$ cat src/rtl/spi_pixel_writer.sv
// spi_pixel_writer: moves 16-bit SPI words into the clk domain, decodes pixel
// and command words, and drives the HUB75 frame buffer write port.
// Optional feature macro: SPI_PIXEL_WRITER_DOUBLE_BUFFER_EN (bank ping-pong).
module spi_pixel_writer #(
  parameter int ADDR_WIDTH  = 11,
  parameter int PIXEL_COUNT = 2048
) (
  input  logic                  clk,
  input  logic                  reset,
  input  logic [15:0]           data,
  input  logic                  pixel_clock,
  output logic                  fb_we,
  output logic [ADDR_WIDTH:0]   fb_addr,
  output logic [14:0]           fb_data,
  output logic                  frame_done,
  output logic                  display_bank,
  output logic [7:0]            brightness,
  output logic                  sync_error
);

  localparam logic [ADDR_WIDTH-1:0] LAST_ADDR = ADDR_WIDTH'(PIXEL_COUNT - 1);
  localparam logic [ADDR_WIDTH-1:0] ADDR_ONE  = ADDR_WIDTH'(1);
  localparam logic [ADDR_WIDTH-1:0] ADDR_ZERO = ADDR_WIDTH'(0);

  typedef enum logic {
    WAIT_SYNC = 1'b0,
    STREAM    = 1'b1
  } state_t;

  state_t                state_q;
  logic                  s1_q, s2_q, s3_q;
  logic [ADDR_WIDTH-1:0] pix_addr_q;
  logic                  fb_we_q;
  logic [ADDR_WIDTH:0]   fb_addr_q;
  logic [14:0]           fb_data_q;
  logic                  frame_done_q;
  logic [7:0]            brightness_q;
  logic                  sync_error_q;
  logic                  write_bank;

  // Falling edge of the synchronised pixel_clock marks a new stable word.
  logic word_strobe;
  logic is_pixel, is_frame_start, is_brightness, is_last_pix;
  assign word_strobe    = s3_q & ~s2_q;
  assign is_pixel       = ~data[15];
  assign is_frame_start = (data == 16'h8000);
  assign is_brightness  = (data[15:14] == 2'b11);
  assign is_last_pix    = (pix_addr_q == LAST_ADDR);

`ifdef SPI_PIXEL_WRITER_DOUBLE_BUFFER_EN
  logic write_bank_q, display_bank_q;
  logic bank_swap;
  assign bank_swap = word_strobe & (state_q == STREAM) & is_pixel & is_last_pix;

  // Ping-pong banks: both flip together when a frame completes.
  always_ff @(posedge clk) begin
    if (reset) begin
      write_bank_q   <= 1'b0;
      display_bank_q <= 1'b1;
    end else if (bank_swap) begin
      write_bank_q   <= ~write_bank_q;
      display_bank_q <= ~display_bank_q;
    end else begin
      write_bank_q   <= write_bank_q;
      display_bank_q <= display_bank_q;
    end
  end

  assign write_bank   = write_bank_q;
  assign display_bank = display_bank_q;
`else
  // Single buffer: frames are written in place.
  assign write_bank   = 1'b0;
  assign display_bank = 1'b0;
`endif

  // Synchroniser, word decode FSM and registered write-port outputs.
  always_ff @(posedge clk) begin
    if (reset) begin
      s1_q         <= 1'b1;
      s2_q         <= 1'b1;
      s3_q         <= 1'b1;
      state_q      <= WAIT_SYNC;
      pix_addr_q   <= ADDR_ZERO;
      fb_we_q      <= 1'b0;
      fb_addr_q    <= '0;
      fb_data_q    <= 15'h0000;
      frame_done_q <= 1'b0;
      brightness_q <= 8'hFF;
      sync_error_q <= 1'b0;
    end else begin
      s1_q         <= pixel_clock;
      s2_q         <= s1_q;
      s3_q         <= s2_q;
      fb_we_q      <= 1'b0;
      frame_done_q <= 1'b0;
      if (word_strobe) begin
        if (is_brightness) begin
          brightness_q <= data[7:0];
        end else if (is_frame_start) begin
          // Also abandons any partial frame without signalling completion.
          pix_addr_q <= ADDR_ZERO;
          state_q    <= STREAM;
        end else if (is_pixel) begin
          case (state_q)
            WAIT_SYNC: begin
              sync_error_q <= 1'b1;
            end
            STREAM: begin
              fb_we_q   <= 1'b1;
              fb_addr_q <= {write_bank, pix_addr_q};
              fb_data_q <= data[14:0];
              if (is_last_pix) begin
                frame_done_q <= 1'b1;
                pix_addr_q   <= ADDR_ZERO;
                state_q      <= WAIT_SYNC;
              end else begin
                pix_addr_q <= pix_addr_q + ADDR_ONE;
              end
            end
            default: begin
              state_q <= WAIT_SYNC;
            end
          endcase
        end else begin
          // Unrecognised command words are ignored.
          state_q <= state_q;
        end
      end
    end
  end

  assign fb_we      = fb_we_q;
  assign fb_addr    = fb_addr_q;
  assign fb_data    = fb_data_q;
  assign frame_done = frame_done_q;
  assign brightness = brightness_q;
  assign sync_error = sync_error_q;

endmodule

$ cat config.mk
export PLATFORM = sky130hd
export DESIGN_NAME = spi_pixel_writer
export DESIGN_NICKNAME = d
export VERILOG_FILES = /design/src/rtl/spi_pixel_writer.sv
export SDC_FILE = /design/constraint.sdc
export NUM_CORES = 1
export LEC_CHECK = 0
export ABC_AREA = 1
export BUFFER_PORTS_ARGS = -buffer_cell sky130_fd_sc_hd__clkbuf_2
export CORE_MARGIN = 2
export CORE_UTILIZATION = 55
export CTS_BUF_LIST = sky130_fd_sc_hd__clkbuf_4
export CTS_CLUSTER_DIAMETER = 120
export DETAILED_ROUTE_END_ITERATION = 10
export GPL_TIMING_DRIVEN = 0
export PLACE_DENSITY_LB_ADDON = 0.1
export SLEW_MARGIN = 10
export SYNTH_ARGS = -nofsm -noshare
export SYNTH_HDL_FRONTEND = slang
export SYNTH_SLANG_ARGS = --single-unit
export TNS_END_PERCENT = 1
$ cat constraint.sdc
create_clock -name clk -period 2.7 [get_ports clk]
set_clock_uncertainty 0.05 [all_clocks]
set_input_delay 0.27 -clock clk [delete_from_list [all_inputs] [get_ports clk]]
set_output_delay 0.27 -clock clk [all_outputs]
set_load 0.05 [all_outputs]
==> flow_summary.yaml, run 1 <==
synthesis:
  synth_area_mm2: 0.002197
  synth-seq-area-share_pct: 47.38
  synth_top_area_cell: "dfxtp_1"
  synth_warnings: 0
  synth_top_area_share_pct: 47.38
  ys_ff_latch: 52
  netlist_top_cells_area: "dfxtp_1 (47%), nand2_1 (12%), nor2_1 (11%)"
  synthCells: 313
  synth_cell_types: 23
  syn_area_per_cell_um2: 7.020
pwr:
  power_leakage_nw: 1.264
  ir_drop_v: 0.0002764
  power_density_mw_per_mm2: 521.2
  total_power_mw: 1.373
run:
  drv_cap: 0
drt:
  drc: 0
  ant_nets: 0
  top_layer: "met4"
  drt_first_pass_iters: 4
  vias: 2157
  dr_wl_met3_um: 360
  wl_met2_um: 2238
  routedWlPerCell_um: 12.06
  via_per_inst: 5.087
  drtIter0Drc: 121
  routed_wirelength_um: 5113
  wl_met1_um: 2446
sta:
  fin_tns_setup_ps: 0
  fmax_mhz: 549.9
  fin_ws_ps: 881.6
  finalSetupViolations: 0
  fin_crit_sh_pct: 67.35
  fin_crit_ps: 1818
  hold_viol_final: 0
  slew_viol_final: 0
  rsz0062_at_grt: "false"
hold_path:
  hold_class: "input port to flip-flop"
cells_and_area:
  n_antenna_cell: 0
  drive_gt1_share_pct: 21.01
  finalNetCount: 396
  area_delta_synth_final_pct: 19.87
clock_tree:
  clk_pin_slew_ps: 150
  clockRootBuffer: "clkbuf_4"
  cts_setup_buffers: 0
  cts_resized: 0
  cts.sinks: 52
  cts_buffers: 5
  hold_buffers: 0
  clk_latency_ps: 380
  clk_path_buf_depth: 2
  cts_htree_levels: 2
  cts_tree: "yes"
die:
  num_rows: 22
  die_w_um: 67.21
  start_util_pct: 58.69
  dieArea_mm2: 0.004517
  die_h_um: 67.21
  coreArea_mm2: 0.003744
  ios: 58
placed_design:
  dp_slack_ps: 974.1
  gp_congestion: 0.9048
  io_buffers: 55
  place.detailed.hpwl_um: 3700
worst_setup_path:
  cp_max_fo: 7
  required_ps: 2910
  start_kind: "flip-flop"
  critPathArrivalTime_ps: 2030
  end_kind: "flip-flop"
  path_class: "flip-flop to flip-flop"
grt:
  grt_overflow: 0
  track_usage_pct: 25.59
  grt_pass1_wl_um: 8680
  antenna_found_initial: 0
  grt_pass1_vias: 1992
  grt_max_degree: 16
outcome:
  status: "completed"
worst max-delay path: stages, from the launching register on:
cell	delay (ps)
dfxtp_1	460
ha_1	230
nand2_1	90
nor2_1	230
nand3_1	310
nand2_1	150
nor2_1	50
nand3_1	80
a21oi_1	70
Yosys cell counts (all sizes together):
master / instances
a21oi: 21
nand2: 75
buf: 6
xor2: 2
conb: 1
nor3: 2
dfxtp: 52
nor2: 65
ha: 1
nand3: 25
inv: 24
o21ai: 28
nand4: 2
clkbuf: 6
or2: 2
o21a: 1
metal layers:
layer  track usage, %  up-vias
met4            9.694        0
met2            39.98       63
met1            33.19      972
met5                0        -
li1                 -     1113
met3            8.000        9
final cells by class:
| type | count | area (um^2) |
|---|---|---|
| Multi-Input combinational cell | 226 | 1003 |
| Clock inverter | 2 | 60.06 |
| Timing Repair Buffer | 55 | 275.3 |
| Tap cell | 48 | 60.06 |
| Fill cell | 337 | 1110 |
| Sequential cell | 52 | 1041 |
| Buffer | 12 | 66.31 |
| Clock buffer | 5 | 37.54 |
| Inverter | 24 | 90.09 |
cells by family after synthesis:
| kind of cell | after synthesis | share of synthesized area (%) |
|---|---|---|
| AND/OR/NAND/NOR | 171 | 32.46 |
| other | 1 | 0.1707 |
| adder cells (fa/ha/maj) | 1 | 0.5694 |
| buffers and inverters | 36 | 7.118 |
| XOR/XNOR | 2 | 0.7974 |
| AO/OA/AOI/OAI | 50 | 11.50 |
| flip-flops | 52 | 47.38 |
layout by cell type (no fill, tap or decap), drive strengths merged:
master	count
nor2	65
bufinv	2
clkbuf	66
buf	6
inv	24
ha	1
xor2	2
dfxtp	52
o21ai	28
or2	2
o21a	1
nand4	2
nand2	75
a21oi	21
nand3	25
nor3	2
conb	2
where the power goes:
part           switching [mW]  total, mW  internal, mW
Clock                   0.241      0.525         0.283
Sequential            0.00195      0.774         0.772
Combinational          0.0510     0.0737        0.0228
Total                   0.294       1.37          1.08
path summary, 6_finish.rpt:
kind | startpoint | end | slack [ps] | depth (start not counted)
worst max-delay path | pix_addr_q[1] | pix_addr_q[0] | 880 | 8
worst min-delay path | pixel_clock | s1_q | 30 | 2
worst max register to register | pix_addr_q[1] | pix_addr_q[0] | 880 | 8
worst min register to register | s1_q | s2_q | 400 | 1
sequential cells by signal (all words and copies together), names as in the netlist, 8 cells and up:
signal and flops:
brightness 8, fb_addr 11, fb_data 15, pix_addr_q 11
through the flow:
step | hold WS [ps] | util [%] | cells | cell area, um^2
CTS | 23.67 | 70.35 | 424 | 2634
detailed placement | 353.8 | 67.75 | 417 | 2536
finish | 25.22 | 70.35 | 424 | 2634
global route | 10.35 | 70.35 | 424 | 2634
floorplan | 298.0 | - | 314 | 2201
global placement | 355.9 | 67.75 | 417 | 2536
Note: power is estimated with default switching activity, not from simulation.
==> run 2, diff against run 1 <==
- CORE_UTILIZATION: 55 -> 54
- clock period: 2.7 -> 1.7 ns (I/O delays scaled with it)
==> flow_summary.yaml, run 2 (synthesized netlist as in run 1, its figures left out) <==
worst_setup_path:
  path_class: "input port to flip-flop"
  cp_max_fo: 10
  required_ps: 1970
  critPathArrivalTime_ps: 1890
  end_kind: "flip-flop"
  start_kind: "input port"
cells_and_area:
  layout_common_cells: "nand2_1 (71), nor2_1 (61), clkbuf_2 (57)"
  area_delta_synth_final_pct: 28.13
  drive_gt1_share_pct: 22.31
  finalNetCount: 409
  final_area_mm2: 0.002815
  n_antenna_cell: 0
  final_cells: 440
  fin_util_pct: 70.89
  largest_register_ffs: 15
  final_common_cell: "nand2_1"
die:
  die_w_um: 67.79
  start_util_pct: 55.32
  ios: 58
  coreArea_mm2: 0.003971
  die_h_um: 67.79
  dieArea_mm2: 0.004595
  num_rows: 23
placed_design:
  dp.cells: 419
  dp_slack_ps: -123.3
  place_area_mm2: 0.002539
  place.detailed.hpwl_um: 3746
  gp_congestion: 0.8443
  io_buffers: 55
clock_tree:
  clk_latency_ps: 380
  cts_htree_levels: 2
  cts_setup_buffers: 0
  clk_path_buf_depth: 2
  cts.sinks: 52
  clockRootBuffer: "clkbuf_4"
  cts_tree: "yes"
  cts_buffers: 5
  clk_pin_slew_ps: 150
outcome:
  status: "completed"
sta:
  fin_crit_ps: 1620
  fmax_mhz: 617.4
  slew_viol_final: 0
  fin_crit_sh_pct: 95.27
  fin_tns_setup_ps: 0
  fin_ws_ps: 80.35
  hold_ws_ps: 9.088
  finalSetupViolations: 0
  hold_viol_final: 0
drt:
  top_layer: "met4"
  via_per_inst: 5.014
  wl_met2_um: 2705
  drc: 0
  drtIter0Drc: 160
  routedWlPerCell_um: 12.60
  ant_nets: 0
  dr_wl_met3_um: 343
  wl_met1_um: 2455
  drt_first_pass_iters: 4
  routed_wirelength_um: 5545
  vias: 2206
run:
  drv_cap: 0
grt:
  antenna_found_initial: 0
  grt_pass1_vias: 1861
  grt_pass1_wl_um: 8631
  grt_overflow: 0
  grt_max_degree: 18
  track_usage_pct: 24.88
pwr:
  power_leakage_nw: 1.362
  power_density_mw_per_mm2: 798.3
  ir_drop_v: 0.0005197
  total_power_mw: 2.247
hold_path:
  hold_class: "input port to flip-flop"
==> run 2: cell count changes in the layout (fill, tap and decap cells not counted), moves of 2 or more <==
| cell | change |
|---|---|
| clkbuf_1 | -2 |
| clkbuf_2 | +2 |
| dfxtp_1 | -2 |
| dlygate4sd3_1 | +13 |
| nand2_2 | -3 |
| nand2_4 | +3 |
==> run 2: per-layer routing <==
metal / vias up / track usage [%]
li1: 1145 / -
met1: 987 / 32.89
met2: 70 / 41.67
met3: 4 / 5.500
met4: 0 / 5.250
met5: - / 0
==> run 2: path summary, 6_finish.rpt <==
| path | from | end | slack (ps) | depth (start not counted) |
|---|---|---|---|---|
| setup reg to reg | pix_addr_q[1] | pix_addr_q[7] | 140 | 8 |
| hold / removal | data[4] | brightness[4] | 9 | 3 |
| setup / recovery | data[6] | pix_addr_q[2] | 80 | 11 |
| hold reg to reg | s2_q | s3_q | 410 | 2 |
==> run 2: where the power goes <==
| group | switching, mW | total (mW) | internal (mW) |
|---|---|---|---|
| registers | 0.00349 | 1.23 | 1.23 |
| clock network | 0.411 | 0.874 | 0.463 |
| logic | 0.0882 | 0.144 | 0.0562 |
==> run 2: critical path, stage by stage <==
cell	delay (ps)
dlygate4sd3_1	530
clkbuf_2	130
nor2_1	110
nand2_1	100
nor2_4	180
nand3_1	170
nand2_4	150
nand2_4	110
nand2_1	90
nand2_1	50
nor2_1	100
==> run 2: final cells by class <==
cell class,instances,area (um^2)
clock buffers,5,37.54
multi-input cells,226,1036
flip-flops and latches,52,1046
plain buffers,12,68.82
fillers,341,1156
well taps,50,62.56
repair buffers,68,405.4
inverters,24,90.09
clock inverters,3,68.82
==> run 2: timing repair <==
action	4_1_cts	5_1_grt
pin swaps	0	1
resized for setup	2	12
setup endpoints to repair	7	17
hold endpoints to repair	14	1
hold buffers	12	1
==> run 3, diff against run 2 <==
- CORE_UTILIZATION: 54 -> 40
==> flow_summary.yaml, run 3 (synthesized netlist as in run 1, its figures left out) <==
outcome:
  status: "completed"
worst_setup_path:
  r2r_start: "pix_addr_q[0]"
  cp_slowest_cell: "dfxtp_4"
  reg2reg_depth: 10
  critPathArrivalTime_ps: 1880
  regToRegSetupSlack_ps: 70
  worst_path_most_repeated_cell: "nand2_1"
  crit_chain: "ha_1, nand2_1, nor3_2, nand2_1, nor2_2, nand2_1, nand2_1, nand2_1, nand2_1, nor2_1"
  start_kind: "flip-flop"
  required_ps: 1950
  r2r-end: "pix_addr_q[10]"
  path_class: "flip-flop to flip-flop"
  end_kind: "flip-flop"
  max_stage_delay_ps: 390
  cp_max_fo: 4
placed_design:
  dp_slack_ps: -92.57
  dp.cells: 439
  gp_congestion: 0.8530
  io_buffers: 55
  place.detailed.hpwl_um: 4019
grt:
  track_usage_pct: 18.93
  grt_pass1_wl_um: 9321
  antenna_found_initial: 0
  grt_pass1_vias: 2043
  grt_overflow: 0
  grt_max_degree: 17
die:
  die_h_um: 78.12
  start_util_pct: 42.21
  die_w_um: 78.12
  num_rows: 26
  coreArea_mm2: 0.005205
  ios: 58
  dieArea_mm2: 0.006102
cells_and_area:
  largest_register_ffs: 15
  layout_common_cells: "nand2_1 (71), clkbuf_2 (57), nor2_1 (56)"
  finalNetCount: 413
  final_cells: 464
  drive_gt1_share_pct: 23.60
  area_delta_synth_final_pct: 32.86
  final_common_cell: "nand2_1"
  n_antenna_cell: 0
drt:
  drc: 0
  routed_wirelength_um: 5653
  routedWlPerCell_um: 12.18
  ant_nets: 0
  drtIter0Drc: 91
  vias: 2172
  via_per_inst: 4.681
  drt_first_pass_iters: 4
sta:
  fin_ws_ps: 70.92
  fin_crit_ps: 1629
  finalSetupViolations: 0
  hold_viol_final: 0
  fin_crit_sh_pct: 95.83
  slew_viol_final: 0
  fin_tns_setup_ps: 0
  rsz0062_at_grt: "true"
  fmax_mhz: 613.8
  hold_ws_ps: 54.82
clock_tree:
  clk_path_buf_depth: 2
  cts_tree: "yes"
  cts_buffers: 5
  clk_pin_slew_ps: 160
  cts_htree_levels: 2
  clockRootBuffer: "clkbuf_4"
  cts.sinks: 52
  clk_latency_ps: 370
hold_path:
  holdCritStartpoint: "data[14]"
  hold_class: "input port to flip-flop"
  worstHoldEndpoint: "fb_data[14]"
  worstHoldPathCells: 3
pwr:
  power_density_mw_per_mm2: 820.6
  total_power_mw: 2.395
  ir_drop_v: 0.0005340
  power_leakage_nw: 1.387
run:
  drv_cap: 0
run 3: cell types whose count changed in the layout (fill, tap and decap cells not counted), sizes merged:
| cell | previous run | this run |
|---|---|---|
| dlygate4sd3 | 13 | 17 |
| bufinv | 2 | 3 |
| inv | 25 | 24 |
run 3: worst max-delay path by stage:
stage                        startpoint             end  slack (ps)  cells after the start
after floorplan           pix_addr_q[1]   pix_addr_q[5]         230                      8
after global placement    pix_addr_q[1]   pix_addr_q[7]         -50                      8
after detailed placement  pix_addr_q[1]   pix_addr_q[7]         -90                      8
after CTS                 pix_addr_q[1]  pix_addr_q[10]           5                     10
after global routing      pix_addr_q[1]  pix_addr_q[10]         -80                     10
final                     pix_addr_q[0]  pix_addr_q[10]          70                     10
run 3: area by class of cell:
type                       instances  area [um^2]
clock buffer                       5        37.54
clock inverter                     3        90.09
sequential                        52         1046
timing repair buffer              72        445.4
fill                             526         2286
tap                               70        87.58
inverter                          24        90.09
buffer                            12        68.82
multi-input combinational        226         1054
run 3: per-layer routing:
layer | track usage, % | vias up | wire [um]
met5 | 0 | - | 0
met4 | 5.789 | 0 | 73
met3 | 4.943 | 8 | 291
met2 | 31.38 | 49 | 2670
met1 | 24.21 | 958 | 2618
li1 | - | 1157 | -
run 3: timing repair:
action                                  in CTS  in global routing
endpoints found under the setup margin       7                 23
gates resized for setup                      2                 18
pin swaps                                    0                  2
hold endpoints to repair                    19                  0
hold buffers                                17                  0
gates cloned                                 0                  0
setup buffers                                0                  0
run 3: worst max-delay path: cells and delay by family (launching register included):
family	cells	cell delay, ps
flip-flops	1	390
AND/OR/NAND/NOR	9	910
adder cells (fa/ha/maj)	1	200
run 3: through the flow:
stage	util [%]	area, um^2
after floorplan	-	2201
after global placement	49.25	2564
after detailed placement	49.25	2564
after CTS	55.12	2869
after global routing	56.08	2919
final	56.08	2919
run 3: report_power, final:
group | total [mW] | internal (mW) | switching [mW]
clock | 1.02 | 0.606 | 0.409
combinational | 0.152 | 0.0625 | 0.0890
sequential | 1.23 | 1.23 | 0.00318
